**src/rtl/mult_div_pkg.sv**
```systemverilog
// mult_div_pkg: shared state and operation encodings for the MULT/DIV sequencer.
package mult_div_pkg;
    typedef enum logic [1:0] {IDLE = 2'd0, MULT = 2'd1, DIV = 2'd2, DONE = 2'd3} state_t;
    // bit 0 selects divide, bit 1 selects unsigned operands
    typedef enum logic [1:0] {OP_MULT = 2'd0, OP_DIV = 2'd1, OP_MULTU = 2'd2, OP_DIVU = 2'd3} op_t;
endpackage

```
**src/rtl/mult_div_step.sv**
```systemverilog
// mult_div_step: one combinational iteration, Booth/shift-add multiply or restoring divide.
module mult_div_step #(
    parameter int WIDTH = 32
) (
    input  logic             div,
    input  logic             uns,
    input  logic [WIDTH:0]   acc,
    input  logic [WIDTH-1:0] q,
    input  logic             q1,
    input  logic [WIDTH:0]   m,
    output logic [WIDTH:0]   acc_n,
    output logic [WIDTH-1:0] q_n,
    output logic             q1_n
);
    logic [WIDTH:0] sum, sh;
    logic lt;
    // unsigned multiply is plain shift-add; signed uses the Booth pair {q[0], q1}
    assign sum = uns ? (q[0] ? acc + m : acc)
               : ({q[0], q1} == 2'b01) ? acc + m
               : ({q[0], q1} == 2'b10) ? acc - m : acc;
    assign sh = {acc[WIDTH-1:0], q[WIDTH-1]};
    assign lt = sh < m;
    assign acc_n = div ? (lt ? sh : sh - m) : {~uns & sum[WIDTH], sum[WIDTH:1]};
    assign q_n = div ? {q[WIDTH-2:0], ~lt} : {sum[0], q[WIDTH-1:1]};
    assign q1_n = ~div & q[0];
endmodule

```
**src/rtl/mult_div_ctrl.sv**
```systemverilog
// mult_div_ctrl: 32-step MULT/DIV sequencer writing HI/LO.
// MULT_DIV_UNSIGNED_EN adds start_multu/start_divu for unsigned operation.
module mult_div_ctrl
    import mult_div_pkg::*;
#(
    parameter int WIDTH = 32,
    parameter int CNT_W = 6
) (
    input  logic             clk,
    input  logic             reset,
    input  logic             start_mult,
    input  logic             start_div,
`ifdef MULT_DIV_UNSIGNED_EN
    input  logic             start_multu,
    input  logic             start_divu,
`endif
    input  logic [WIDTH-1:0] A,
    input  logic [WIDTH-1:0] B,
    output logic             busy,
    output logic             done,
    output logic             div_zero,
    output logic [WIDTH-1:0] hi,
    output logic [WIDTH-1:0] lo
);
    localparam logic [CNT_W-1:0] LAST = CNT_W'(WIDTH - 1);
    state_t state, nxt;
    op_t op, op_sel;
    logic smu, sdu, go, sgn, dz, neg_q, neg_r, q1, q1_n;
    logic [CNT_W-1:0] cnt;
    logic [WIDTH:0] acc, acc_n, m;
    logic [WIDTH-1:0] q, q_n, abs_a, abs_b, rem, quo;
`ifdef MULT_DIV_UNSIGNED_EN
    assign smu = start_multu;
    assign sdu = start_divu;
`else
    assign smu = 1'b0;
    assign sdu = 1'b0;
`endif
    assign go = start_mult | smu | start_div | sdu;
    assign op_sel = start_mult ? OP_MULT : smu ? OP_MULTU : start_div ? OP_DIV : OP_DIVU;
    assign sgn = ~op_sel[1];
    assign abs_a = (sgn & A[WIDTH-1]) ? -A : A;
    assign abs_b = (sgn & B[WIDTH-1]) ? -B : B;
    assign busy = (state == MULT) || (state == DIV);
    assign done = state == DONE;
    assign rem = acc_n[WIDTH-1:0];
    assign quo = q_n;
    mult_div_step #(.WIDTH(WIDTH)) u_step (
        .div(op[0]), .uns(op[1]), .acc(acc), .q(q), .q1(q1), .m(m),
        .acc_n(acc_n), .q_n(q_n), .q1_n(q1_n)
    );
    always_ff @(posedge clk or negedge reset)
        if (!reset) state <= IDLE;
        else state <= nxt;
    always_comb begin
        nxt = state;
        case (state)
            IDLE: if (go) nxt = op_sel[0] ? DIV : MULT;
            MULT: if (cnt == LAST) nxt = DONE;
            DIV:  if (dz || cnt == LAST) nxt = DONE;
            default: nxt = IDLE;
        endcase
    end
    always_ff @(posedge clk or negedge reset) begin
        if (!reset) begin
            op <= OP_MULT;
            cnt <= '0;
            acc <= '0;
            q <= '0;
            q1 <= 1'b0;
            m <= '0;
            dz <= 1'b0;
            neg_q <= 1'b0;
            neg_r <= 1'b0;
            div_zero <= 1'b0;
            hi <= '0;
            lo <= '0;
        end else if (state == IDLE && go) begin
            op <= op_sel;
            cnt <= '0;
            acc <= '0;
            q1 <= 1'b0;
            q <= op_sel[0] ? abs_a : A;
            m <= op_sel[0] ? {1'b0, abs_b} : {sgn & B[WIDTH-1], B};
            dz <= op_sel[0] && B == '0;
            neg_q <= sgn & (A[WIDTH-1] ^ B[WIDTH-1]);
            neg_r <= sgn & A[WIDTH-1];
            div_zero <= 1'b0;
        end else if (busy) begin
            cnt <= cnt + 1'b1;
            acc <= acc_n;
            q <= q_n;
            q1 <= q1_n;
            // divide results are magnitudes until the sign fix-up here
            if (nxt == DONE && dz) div_zero <= 1'b1;
            else if (nxt == DONE && op[0]) begin
                hi <= neg_r ? -rem : rem;
                lo <= neg_q ? -quo : quo;
            end else if (nxt == DONE) begin
                hi <= rem;
                lo <= q_n;
            end
        end
    end
endmodule
```
**config.mk**
```make
export PLATFORM = sky130hd
export DESIGN_NAME = mult_div_ctrl
export DESIGN_NICKNAME = d
export VERILOG_FILES = /design/src/rtl/mult_div_pkg.sv /design/src/rtl/mult_div_step.sv /design/src/rtl/mult_div_ctrl.sv
export SDC_FILE = /design/constraint.sdc
export NUM_CORES = 1
export LEC_CHECK = 0
export CAP_MARGIN = 20
export CORE_MARGIN = 5
export CORE_UTILIZATION = 45
export CTS_BUF_LIST = sky130_fd_sc_hd__clkbuf_4 sky130_fd_sc_hd__clkbuf_8 sky130_fd_sc_hd__clkbuf_16
export DETAILED_ROUTE_END_ITERATION = 12
export PLACE_DENSITY = 0.64
export SYNTH_ARGS = -nofsm -noshare
export SYNTH_HDL_FRONTEND = slang
export SYNTH_SLANG_ARGS = --single-unit
```
**constraint.sdc**
```tcl
create_clock -name clk -period 4.2 [get_ports clk]
set_clock_uncertainty 0.05 [all_clocks]
set_input_delay 1.05 -clock clk [delete_from_list [all_inputs] [get_ports clk]]
set_output_delay 1.05 -clock clk [all_outputs]
set_load 0.01 [all_outputs]
```
==> results of run 1 <==
-- routing by layer --
metal	track usage (%)	vias to the layer above
met1	51.7	10100
met3	6.76	186
li1	-	9591
met2	55.3	1065
met5	0	-
met4	13.2	0
-- sequential cells by signal, summed over array words and instances, names as in the netlist --
signal	cells
div_zero	1
op	2
q1	1
cnt	6
neg_q	1
acc	33
state	2
dz	1
lo	32
neg_r	1
hi	32
m	33
q	32
-- cells in the final DEF (no fill, tap or decap), drive strengths merged, types with 11 or more instances in the layout --
master and instances:
a211oi 34, a21o 27, a21oi 188, a221oi 12, a31oi 39, and2 22, and3 22, buf 503
clkbuf 19, clkdlybuf4s50 133, dfrtp 177, ha 107, inv 107, mux2i 66, nand2 299, nand2b 14
nand3 46, nand4 30, nor2 191, nor2b 17, nor3 59, nor4 27, o211ai 54, o21a 21
o21ai 239, o21bai 16, o221ai 11, o31ai 25, or2 12, or3 20, xnor2 87, xor2 80
-- logic make-up (layout without fill, tap and decap cells) --
family | count (synthesis) | count (layout) | share of synthesized area [%]
and+or+nand+nor | 800 | 800 | 21.2
buffers and inverters | 243 | 773 | 5.51
xor gates and xnor gates | 167 | 167 | 8.13
DFF | 177 | 177 | 24.6
muxes | 67 | 67 | 3.74
adders and majority gates | 110 | 110 | 7.78
AOI/OAI and AO/OA | 791 | 791 | 29.0
-- final timing paths --
path	from	to	cells past startpoint
worst max-delay path	m[0]	hi[31]	18
worst min-delay path	lo[12]	lo[12]	2
worst max register to register	m[0]	hi[31]	18
worst min register to register	lo[12]	lo[12]	2
max in group asynchronous	reset	acc[3]	2
min in group asynchronous	reset	hi[19]	1
-- stage by stage --
step | TNS [ns] | util (%) | cell area, um^2
after global placement | -4.67 | 58.2 | 23100
after floorplan | 0 | - | 18000
final | -0.226 | 62.6 | 24800
after detailed placement | -4.92 | 58.2 | 23100
after CTS | -0.0136 | 60.6 | 24000
after global routing | -1.13 | 62.6 | 24800
-- critical path: cells and delay by family, from the launching register on --
kind / cells / cell delay (ns)
adder cells (fa/ha/maj): 2 / 0.43
AND/OR/NAND/NOR: 6 / 1.34
buffers and inverters: 3 / 0.40
AO/OA/AOI/OAI: 7 / 1.63
flip-flops: 1 / 0.42
-- repair_timing --
| action | CTS | global route |
|---|---|---|
| setup endpoints to repair | 23 | 27 |
| gates resized for setup | 69 | 136 |
| buffers inserted | 10 | 16 |
| pin swaps | 28 | 53 |
| hold buffers | 0 | 0 |
| hold endpoints to repair | 0 | 0 |
-- layout make-up --
| cell class | count | area, um^2 |
|---|---|---|
| fillers | 3566 | 14800 |
| clock inverters | 14 | 161 |
| clock buffers | 18 | 433 |
| inverters | 104 | 390 |
| flip-flops and latches | 177 | 4440 |
| multi-input cells | 1935 | 13500 |
| repair buffers | 637 | 5230 |
| well taps | 525 | 657 |
==> impl_metrics.yaml, run 1 <==
synth:
  synthDistinctLibCells: 111
  yosys-top-cells-count: "nand2_1, o21ai_0, nor2_1"
  synthCells: 2355
  synth_area_mm2: 0.0180
  ys_warn_count: 0
  synth_nets: 2533
  synth.top_cell.area_share_pct: 24.6
  seq_area_frac_synth_pct: 24.6
  synthArstFlopShare_pct: 100
  synth.area.top_cells: "dfrtp_1, ha_1, o21ai_0, nand2_1, a21oi_1"
  yosys.area.top_type: "dfrtp_1"
  ys.flop_type: "dfrtp_1"
  synth-edff-count: 0
  syn_area_per_cell_um2: 7.64
  yosys_register_bits: 177
  synth_most_common_cell: "nand2_1"
drt:
  wl_mm: 83.8
  m1WireLength_mm: 35.9
  dr_total_vias: 20900
  dr_wl_met3_mm: 8.04
  drcViolationCount: 0
  ant_nets: 0
  initialDrtViolationCount: 2263
  route.met2.wl_mm: 36.3
  top_layer: "met4"
  via_per_inst: 6.14
  drtPass1Iterations: 6
  wire_per_inst_um: 24.6
final_layout:
  drive_gt1_share_pct: 25.4
  fin_cells: 3410
  nets: 3050
  num_antenna_cells: 0
  syn_to_final_growth_pct: 38.0
floorplanning:
  rows: 73
  core_mm2: 0.0396
  die_w_um: 210
  initial_core_util_pct: 45.4
  die_h_um: 210
  die_area_mm2: 0.0441
  io_pins: 135
hold_path:
  holdCritPathClass: "flip-flop to flip-flop"
global_route:
  grt_pass1_wl_mm: 123
  track_usage_pct: 36.3
  grt_overflow: 0
  grt_pass1_vias: 19900
  antenna_found_initial: 2
  grt_max_degree: 91
sta:
  setup_viol: 5
  tightestPinTransition_ns: 1.07
  fmax_mhz: 231
  setup_ws_ns: -0.134
  slew_headroom_pct: 28.9
  period_needed_ns: 4.33
  grt_setup_unrepaired: "true"
  fin_hold_ws_ns: 0.434
  finalHoldViolations: 0
  maxSlewViolCount: 0
  fin_crit_sh_pct: 103
clock_network:
  htreeDepth: 4
  clkLatencyLatePin_ns: 0.48
  cts.sinks: 177
  clockRootBuffer: "clkbuf_16"
  path_clk_slew_ns: 0.08
  numCtsBuffers: 17
  cts_tree: "done"
  cts_max_path_buffers: 2
setup_path:
  path_class: "flip-flop to flip-flop"
  start_kind: "flip-flop"
  reg2reg_slack_ns: -0.13
  worst-endpoint-arrival_ns: 4.68
  critPathSlowestCell: "a2111oi_4"
  critPathRequiredTime_ns: 4.54
  end_kind: "flip-flop"
  max_stage_delay_ns: 0.55
  crit_fanout: 5
  cp_cell_sequence: "ha_2 > inv_2 > fa_2 > o21bai_4 > a2111oi_4 > o221ai_4 > buf_12 > nand2_1 > buf_4 > a211oi_1 > a31oi_1 > a22o_1 > and2_1 > and4bb_2 > and4bb_4 > nand2_2 > or4_1 > o211ai_1"
placed_design:
  gp_congestion: 1.05
  dp.final_hpwl_mm: 66.3
  dp_slack_ns: -0.357
  dp_cells: 3353
  port-buffer-count: 134
outcome:
  status: "finished, violations left"
  failed_checks: "negative setup slack"
run:
  maxCapViolCount: 0
Power of run 1 is not shown: default switching activity piles up to over one toggle a cycle in this logic, so the estimate is an artifact.
==> run 2: changes to the inputs <==
CAP_MARGIN = 10   (was 20)
==> results of run 2 <==
The final DEF is identical to that of run 1; final timing and power are the same.
Power of run 2 is left out for the same reason.
